**src/rtl/weird_mult_pkg.sv**
```systemverilog
// Shared types and constants for the weird_mult_sched squaring-unit scheduler.
package weird_mult_pkg;

    localparam int unsigned SEED_W        = 8;
    localparam int unsigned NREQ_DEFAULT  = 4;
    localparam int unsigned CNT_W_DEFAULT = 8;

    typedef enum logic [2:0] {
        StIdle,
        StLoad,
        StRun,
        StDrain,
        StResp
    } state_e;

endpackage

```
**src/rtl/rr_arbiter.sv**
```systemverilog
// Rotating-priority arbiter: grants the first requester at or after ptr_i, wrapping.
module rr_arbiter #(
    parameter int unsigned NREQ = 4
) (
    input  logic [NREQ-1:0]         req_i,
    input  logic [$clog2(NREQ)-1:0] ptr_i,
    output logic [NREQ-1:0]         gnt_o,
    output logic [$clog2(NREQ)-1:0] gnt_idx_o,
    output logic                    gnt_valid_o
);

    localparam int unsigned IdxW = $clog2(NREQ);

    // Scan NREQ positions starting at the pointer; the first hit wins.
    always_comb begin
        logic        found;
        int unsigned idx;
        found       = 1'b0;
        idx         = 0;
        gnt_o       = '0;
        gnt_idx_o   = '0;
        for (int unsigned k = 0; k < NREQ; k++) begin
            idx = (32'(ptr_i) + k) % NREQ;
            if (!found && req_i[idx]) begin
                found          = 1'b1;
                gnt_o[idx]     = 1'b1;
                gnt_idx_o      = IdxW'(idx);
            end
        end
        gnt_valid_o = found;
    end

endmodule

```
**src/rtl/weird_mult_sched.sv**
```systemverilog
// Round-robin scheduler sharing one iterative 8-bit squarer between NREQ requesters.
// Optional feature: define WMS_ABORT_EN to add an `abort` input that cancels an in-flight job.
module weird_mult_sched
    import weird_mult_pkg::*;
#(
    parameter int unsigned NREQ     = NREQ_DEFAULT,
    parameter int unsigned CNT_W    = CNT_W_DEFAULT,
    parameter int unsigned SQ_DRAIN = 1
) (
    input  logic                      clk,
    input  logic                      rst,
`ifdef WMS_ABORT_EN
    input  logic                      abort,
`endif
    input  logic [NREQ-1:0]           req_valid,
    output logic [NREQ-1:0]           req_ready,
    input  logic [NREQ*SEED_W-1:0]    req_seed,
    input  logic [NREQ*CNT_W-1:0]     req_iter,
    output logic                      rsp_valid,
    input  logic                      rsp_ready,
    output logic [$clog2(NREQ)-1:0]   rsp_id,
    output logic [SEED_W-1:0]         rsp_data,
    output logic                      busy,
    output logic                      sq_rst,
    output logic                      sq_load,
    output logic                      sq_enable,
    output logic [SEED_W-1:0]         sq_data_in,
    input  logic [SEED_W-1:0]         sq_data_out
);

    localparam int unsigned IdxW = $clog2(NREQ);
    localparam int unsigned DrW  = $clog2(SQ_DRAIN + 1);

    state_e             state_q;
    logic [IdxW-1:0]    rr_ptr_q;
    logic [IdxW-1:0]    g_q;
    logic [CNT_W-1:0]   cnt_q;
    logic [CNT_W-1:0]   iter_q;
    logic [SEED_W-1:0]  seed_q;
    logic [SEED_W-1:0]  rsp_data_q;
    logic [DrW-1:0]     drain_q;

    logic [NREQ-1:0]    gnt;
    logic [IdxW-1:0]    gnt_idx;
    logic               gnt_valid;
    logic [SEED_W-1:0]  sel_seed;
    logic [CNT_W-1:0]   sel_iter;
    logic [IdxW-1:0]    next_ptr;
    logic               abort_w;
    logic               abort_act;

`ifdef WMS_ABORT_EN
    assign abort_w = abort;
`else
    assign abort_w = 1'b0;
`endif

    rr_arbiter #(
        .NREQ (NREQ)
    ) u_arb (
        .req_i       (req_valid),
        .ptr_i       (rr_ptr_q),
        .gnt_o       (gnt),
        .gnt_idx_o   (gnt_idx),
        .gnt_valid_o (gnt_valid)
    );

    // Select the granted requester's seed and iteration count.
    always_comb begin
        sel_seed = req_seed[32'(gnt_idx) * SEED_W +: SEED_W];
        sel_iter = req_iter[32'(gnt_idx) * CNT_W +: CNT_W];
        next_ptr = (g_q == IdxW'(NREQ - 1)) ? '0 : g_q + 1'b1;
    end

    // Abort only acts while the squarer is owned by a job.
    assign abort_act = abort_w &&
                       (state_q == StLoad || state_q == StRun || state_q == StDrain);

    // Main job FSM: grant, load, step, drain, respond.
    always_ff @(posedge clk) begin
        if (rst) begin
            state_q    <= StIdle;
            rr_ptr_q   <= '0;
            g_q        <= '0;
            cnt_q      <= '0;
            iter_q     <= '0;
            seed_q     <= '0;
            rsp_data_q <= '0;
            drain_q    <= '0;
        end else if (abort_act) begin
            state_q  <= StIdle;
            rr_ptr_q <= next_ptr;
            cnt_q    <= '0;
        end else begin
            case (state_q)
                StIdle: begin
                    if (gnt_valid) begin
                        seed_q  <= sel_seed;
                        iter_q  <= sel_iter;
                        g_q     <= gnt_idx;
                        state_q <= StLoad;
                    end
                end
                StLoad: begin
                    if (iter_q == '0) begin
                        rsp_data_q <= seed_q;
                        state_q    <= StResp;
                    end else begin
                        cnt_q   <= iter_q;
                        state_q <= StRun;
                    end
                end
                StRun: begin
                    if (cnt_q != '0) begin
                        cnt_q <= cnt_q - 1'b1;
                    end
                    if (cnt_q == CNT_W'(1)) begin
                        drain_q <= DrW'(SQ_DRAIN - 1);
                        state_q <= StDrain;
                    end
                end
                StDrain: begin
                    if (drain_q == '0) begin
                        rsp_data_q <= sq_data_out;
                        state_q    <= StResp;
                    end else begin
                        drain_q <= drain_q - 1'b1;
                    end
                end
                StResp: begin
                    if (rsp_ready) begin
                        rr_ptr_q <= next_ptr;
                        state_q  <= StIdle;
                    end
                end
                default: state_q <= StIdle;
            endcase
        end
    end

    // Outputs decoded from registered state; strobes are masked while aborting.
    always_comb begin
        req_ready  = (state_q == StIdle && !rst) ? gnt : '0;
        rsp_valid  = (state_q == StResp);
        rsp_id     = g_q;
        rsp_data   = rsp_data_q;
        busy       = (state_q != StIdle);
        sq_rst     = rst || abort_act;
        sq_load    = (state_q == StLoad) && !abort_act;
        sq_enable  = (state_q == StRun) && !abort_act;
        sq_data_in = (state_q == StLoad) ? seed_q : '0;
    end

endmodule
```
**config.mk**
```make
export PLATFORM = sky130hd
export DESIGN_NAME = weird_mult_sched
export DESIGN_NICKNAME = d
export VERILOG_FILES = /design/src/rtl/weird_mult_pkg.sv /design/src/rtl/rr_arbiter.sv /design/src/rtl/weird_mult_sched.sv
export SDC_FILE = /design/constraint.sdc
export NUM_CORES = 1
export LEC_CHECK = 0
export ABC_AREA = 1
export BUFFER_PORTS_ARGS = -buffer_cell sky130_fd_sc_hd__buf_2
export CAP_MARGIN = 10
export CORE_MARGIN = 5
export CORE_UTILIZATION = 45
export DETAILED_ROUTE_END_ITERATION = 7
export GPL_ROUTABILITY_DRIVEN = 0
export PLACE_DENSITY = 0.75
export SLEW_MARGIN = 30
export SYNTH_ARGS = -nofsm -noshare
export SYNTH_HDL_FRONTEND = slang
export SYNTH_SLANG_ARGS = --single-unit
```
**constraint.sdc**
```tcl
create_clock -name clk -period 2.1 [get_ports clk]
set_input_delay 0.21 -clock clk [delete_from_list [all_inputs] [get_ports clk]]
set_output_delay 0.21 -clock clk [all_outputs]
set_load 0.005 [all_outputs]
```
# ---- Yosys cells after proc, flatten, opt, wreduce, memory -nomap -nowiden
# Index checks and enable logic that the tools add are counted.
dict set report op_classes {
  n_addsub 6
  n_lt_le_gt_ge 8
  n_eq_ne 13
  n_shift 2
  n_mux 46
  bitwise 3
  n_reduce_logical 25
}
# operator count
set op_table {}
lappend op_table {{variable part select 32 x 6 -> 8 bit} 2}
lappend op_table {{2-to-1 mux 8 bit} 5}
lappend op_table {{case mux 8 bit (2 select lines)} 2}
lappend op_table {{2-to-1 mux 4 bit} 5}
lappend op_table {{2-to-1 mux 3 bit} 5}
lappend op_table {{case mux 3 bit (5 select lines)} 1}
lappend op_table {{2-to-1 mux 1 bit} 14}
lappend op_table {{< comparator 2 x 3 -> 1 bit, second input constant} 4}
lappend op_table {{bitwise OR 4 bit} 3}
lappend op_table {{2-to-1 mux 2 bit} 5}
lappend op_table {{binary-select mux 1 bit (select 2 bit)} 4}
lappend op_table {{demux 1 bit (select 2 bit)} 4}
lappend op_table {{== test 8 x 1 -> 1 bit, second input constant} 1}
lappend op_table {{>= comparator 2 x 1 -> 1 bit, second input constant} 4}
lappend op_table {{logical AND 1 bit} 8}
lappend op_table {{zero test 8 bit} 1}
lappend op_table {{inequality test 2 x 1 -> 1 bit, second input constant} 4}
lappend op_table {{nonzero test 8 bit} 1}
lappend op_table {{subtractor 8 x 1 -> 8 bit, second input constant} 1}
lappend op_table {{== test 3 x 2 -> 1 bit, second input constant} 2}
lappend op_table {{inequality test 2 bit, second input constant} 3}
lappend op_table {{AND reduction 2 bit} 3}
lappend op_table {{AND reduction 3 bit} 2}
lappend op_table {{nonzero test 2 bit} 3}
lappend op_table {{11 further kinds} 16}
dict set report word_totals {
  reg_bits 40
  in_bits 79
  out_inout_bits 27
  word_cells 111
}

# ---- Depth between registers and ports, before layout
dict set report depth {
  word_depth 14
  depth_mapped 17
  mapped_depth_nobuf 16
}

# ---- Hierarchy
# From an unflattened synthesis, not the netlist that was laid out.
dict set report hier_totals {
  hier_cells 456
  hier_area_um2 2785.2
}
# mod instances cells_each area_per_inst_um2 seq_area_each_um2
set by_module_without_submodules {}
lappend by_module_without_submodules {weird_mult_sched 1 382 2344.7 780.7}
lappend by_module_without_submodules {rr_arbiter 1 74 440.4 0.0}

# ---- Worst setup path before layout
# No wires, ideal clock.
dict set report synth_timing {
  kind {register to register}
  startpoint {reg rr_ptr_q[0]}
  endpoint {reg iter_q[5]}
  setup_time_ps 109
  arrival_time_ps 2127
  required_time_ps 1991
  path_slack_ps -136
  stages_incl_launch_ff 16
  path_buffers 1
  period_less_slack_ps 2236
  path_cell_list {dfxtp_1 > inv_2 > ha_1 > inv_1 > nand3_1 > nand2_1 > inv_2 > nor2_8 > nand3_2 > nand3_2 > nand2_4 > buf_2 > nand3_1 > nand3_1 > nand2_1 > inv_1}
}
dict set report synth_between {
  elab_chain_len 13
  word_cells_on_any_way 27
  cone_classes {add/sub (3); shift (1); mux (16); reduce/logical (7)}
}
# item line
set synth_rtl {}
lappend synth_rtl {{from (decl)} weird_mult_sched.sv:35} ;# logic [IdxW-1:0] rr_ptr_q;
lappend synth_rtl {{from (signal assigned)} weird_mult_sched.sv:92} ;# rr_ptr_q <= next_ptr;
lappend synth_rtl {{from (signal assigned)} weird_mult_sched.sv:132} ;# rr_ptr_q <= next_ptr;
lappend synth_rtl {{branches (longest 13 deep; another with adder 2 x 1 -> 2 bit)} n/a}
lappend synth_rtl {{to (signal assigned)} weird_mult_sched.sv:99} ;# iter_q <= sel_iter;
lappend synth_rtl {{to (decl)} weird_mult_sched.sv:38} ;# logic [CNT_W-1:0] iter_q;
# Parallel ways; which one is timed is not known. The select of a mux whose other input is x is not followed.
# A chain may end at the register's enable or synchronous reset.

# ---- Worst setup path in the final report
dict set report layout_timing {
  startpoint {reg rr_ptr_q[1]}
  endpoint {out req_ready[0]}
}
dict set report layout_between {
  elab_chain_len 13
  word_cells_on_any_way 48
  cone_classes {add/sub (3); order compare (8); mux (24); bitwise (3); reduce/logical (10)}
}
# item line
set layout_rtl {}
lappend layout_rtl {{branches (longest 11 deep; another with < comparator 2 x 3 -> 1 bit)} n/a}
lappend layout_rtl {{2-to-1 mux 4 bit *} rr_arbiter.sv:24} ;# if (!found && req_i[idx]) begin
lappend layout_rtl {{2-to-1 mux 4 bit *} weird_mult_sched.sv:143} ;# req_ready = (state_q == StIdle && !rst) ? gnt : '0;
lappend layout_rtl {{to (decl)} weird_mult_sched.sv:16} ;# output logic [NREQ-1:0] req_ready,
# Mark *: on every way between the ends. The select of a mux whose other input is x is not followed.

==> impl_results.md <==
- Routed length per instance: 13.4 um
- Count of antenna-violating nets left after detailed routing: 0
- Number of global-route vias before repair: 3,425
- Fin crit period: 2.20 ns
- Area of the mapped netlist: 3210 um2
- Setup repair after global routing missed its margin: yes
- Detailed-placement wirelength estimate: 7.02 mm
- Floorplan die area: 8920 um2
- Pin slew with the least headroom to its limit: 0.500 ns
- Layout cells sized above 1: 31.9%
- Family of cells with the greatest summed delay on the critical path: simple AND/OR/NAND/NOR gates
- PwrDens: 1130 nW/um2
- Drt initial violations: 252
- Class of the tightest hold or removal check: in -> reg
- Sort of element at the end of the critical path: output port
- Post-route worst hold slack: 0.169 ns
- Number of maximum-capacitance constraint violations: 0
- Clock-pin slew on the worst setup and hold paths: 0.08 ns
- GR Util All Layers: 20.5%
- Total power: 5000 uW
- Number of synthesized flops with an enable pin: 0
- Commonest cells after routing, fill and taps aside: 127 x inv_1, 105 x buf_2, 96 x nand2_1, 71 x nand3_1, 37 x dfxtp_1
- Logic depth of the worst register-to-register path: 16
- Gr ovfl total: 0
- Max-slew violations: 0
- Clock network fraction of design power: 13.1%
- Htree depth: 2
- YS warnings: 0
- Slowest cell on crit path: dfxtp_2
- Multi-input gate area: 1960 um2
- Per-instance average area after synthesis: 6.07 um2
- Placement row count: 30
- Post-synthesis register bit count: 39
- Multiplexer share of the synthesized area: 0%
- Root buf cell: clkbuf_8
- Initial Util: 46.7%
- Share of the synthesized area in compound gates (AO/OA/AOI/OAI): 13.8%
- Accumulated negative setup slack: -0.295 ns
- Synth Instances: 529
- Data required time of the critical path: 1.89 ns
- Number of distinct library cells after synthesis: 33
- Global routing met3 resource utilization: 3.51%
- Drc violations: 0
- CP max stage delay: 0.35 ns
- Met2 track demand over resource: 31.9%
- Switching part of the total power: 46.4%
- CP Depth: 12
- Logic pwr share: 62.9%
- Total clock sinks: 39
- Share of the clock period used by the worst path after layout: 105%
- Adder-cell area share of the yosys netlist: 3.90%
- Critical Path Sink: req_ready[0]
- Pin count of the biggest net entering global routing: 34
- Number of antenna violations at the first check in global routing: 0
- Data arrival, critical path: 1.99 ns
- GR Layer Usage met1: 29.5%
- Top_reg_cell synth: dfxtp_1
- Flop pwr share: 24.1%
- Share of the synthesized netlist area taken by xor and xnor gates: 0.273%
- Max-slew headroom: 66.7%
- Synthesized net count: 618
- Worst VDD drop: 0.459 mV
- Fraction of registers with async set or reset after synthesis: 0%
- Leakage power total: 0.00251 uW
- Global-route wire length before repair: 15.2 mm
- Most common cell after layout, fill and taps aside: inv_1
- Antenna cell count: 0
- Final count of hold timing violations: 0
- Fillers: 594
- Top-level I/O count: 106
- Number of nets in the layout: 743
- Gr busiest metal: met2
- Register cell area after layout: 783 um2
- Clock tree from TritonCTS: built
- Combinational family with the most area after synthesis: simple AND/OR/NAND/NOR gates
- Synthesis-to-layout area growth: 37.8%
- Fraction of the mapped netlist area in simple logic gates: 37.4%
- Smallest setup slack after layout: -0.101 ns
- Number of clock buffers inserted by TritonCTS: 5
- Cell-by-cell trace of the critical path: inv_2, ha_4, inv_4, nand3_4, nand2_4, inv_8, nor2_8, nand3_4, o21ai_2, nand2_1, inv_1, buf_2
- Category of the most critical setup path: reg -> out
- Slack of the worst reg-to-reg path: 0 ns
- Failing checks: setup timing
- Number of buffers on the longest clock path: 2
- Element type at the critical path start: flip-flop
- Utilization after layout: 64.4%
- Worst Path Max Fanout: 8
- Setup skew after layout: 0.00404 ns
- Buffers & Inverters on Critical Path: 5
- Overall routed net length: 10.0 mm
- Setup Viol. Count Final: 4
- Detailed-routing iteration count for the pre-antenna-repair pass: 4
- CTS Hold Buffers Added: 0
- Vias: 3,787
- Reg-to-Reg End: iter_q[2]
- Clock latency of the later-clocked register in the worst-skew pair: 0.29 ns
- Start of the worst register-to-register path: rr_ptr_q[1]
- Die height: 94.5 um
- Startpoint of the most critical setup path: rr_ptr_q[1]
- Worst slack, placed: -0.0501 ns
- # port buffers: 105
- Status: finished, violations left
- Most repeated library cell on the critical path: nand3_4
- Achievable Freq: 454 MHz
- X dimension of the die: 94.5 um
- Internal cell power: 2680 uW
- Vias/cell: 5.04
- Total net switching power: 2320 uW
- Share of synthesized area occupied by flip-flops and latches: 24.3%
- Core Region: 6870 um2
routing by layer:
| layer | wire (um) | vias to the layer above |
|---|---|---|
| met4 | 234 | 0 |
| met2 | 4550 | 177 |
| met3 | 762 | 22 |
| li1 | - | 1912 |
| met1 | 4500 | 1676 |
| met5 | 0 | - |
repair_timing:
item | 4_1_cts | 5_1_grt
gates cloned | 0 | 6
gates resized for setup | 19 | 38
pin swaps | 7 | 17
buffers inserted | 4 | 10
setup endpoints to repair | 8 | 22
Yosys cell counts, types with 4 or more instances:
cell type,count,area (um2)
clkbuf_1,7,26.3
nand2_2,6,37.5
dfxtp_1,39,781
ha_1,10,125
a21oi_1,26,130
o21ai_0,31,155
a31oi_1,16,100
nand3_2,13,130
nor3_1,4,20.0
inv_1,131,492
nor2_1,22,82.6
nand2_4,5,56.3
nand2_1,101,379
buf_2,10,50.1
nand3_1,82,410
logic make-up after synthesis:
| family | Yosys count |
|---|---|
| xor+xnor | 1 |
| compound gates | 81 |
| flops | 39 |
| simple gates | 241 |
| buf+inv | 157 |
| fa+ha+maj | 10 |
sequential cells by signal (all words and copies together), names as in the netlist:
signal	count
rsp_id	2
iter_q	8
state_q	3
rsp_data	8
cnt_q	8
rr_ptr_q	2
seed_q	8
power by group through the flow:
stage / Sequential [uW] / Combinational [uW] / Clock, uW
global route: 1230 / 3490 / 685
finish: 1200 / 3140 / 654
CTS: 1190 / 2630 / 663
global placement: 1200 / 2500 / 0
detailed placement: 1200 / 2550 / 0
floorplan: 1160 / 1860 / 0
how the worst min path moves through the flow:
| stage | from | endpoint | slack [ns] | depth (start not counted) |
|---|---|---|---|---|
| after global routing | rst | rsp_data[0] | 0.17 | 2 |
| after global placement | rsp_data[7] | rsp_data[7] | 0.45 | 2 |
| after detailed placement | rsp_data[0] | rsp_data[0] | 0.46 | 2 |
| after CTS | rst | rsp_data[0] | 0.16 | 2 |
| after floorplan | sq_data_out[1] | rsp_data[1] | 0.37 | 2 |
| final | rst | rsp_data[0] | 0.17 | 2 |
through the flow:
step	instance area, um2	instances
4_1_cts	4080	735
3_5_place_dp	3880	723
6_report	4420	751
3_3_place_gp	3880	723
5_1_grt	4420	751
2_1_floorplan	3220	529
cell type report:
class / instances / share of cell area, %
clock buffer: 6 / 1.87
clock inverter: 2 / 0.792
inverter: 135 / 12.0
multi-input combinational: 335 / 44.4
sequential: 39 / 17.7
tap: 96 / 2.72
timing repair buffer: 138 / 20.5
Power figures use the tool's default switching activity.
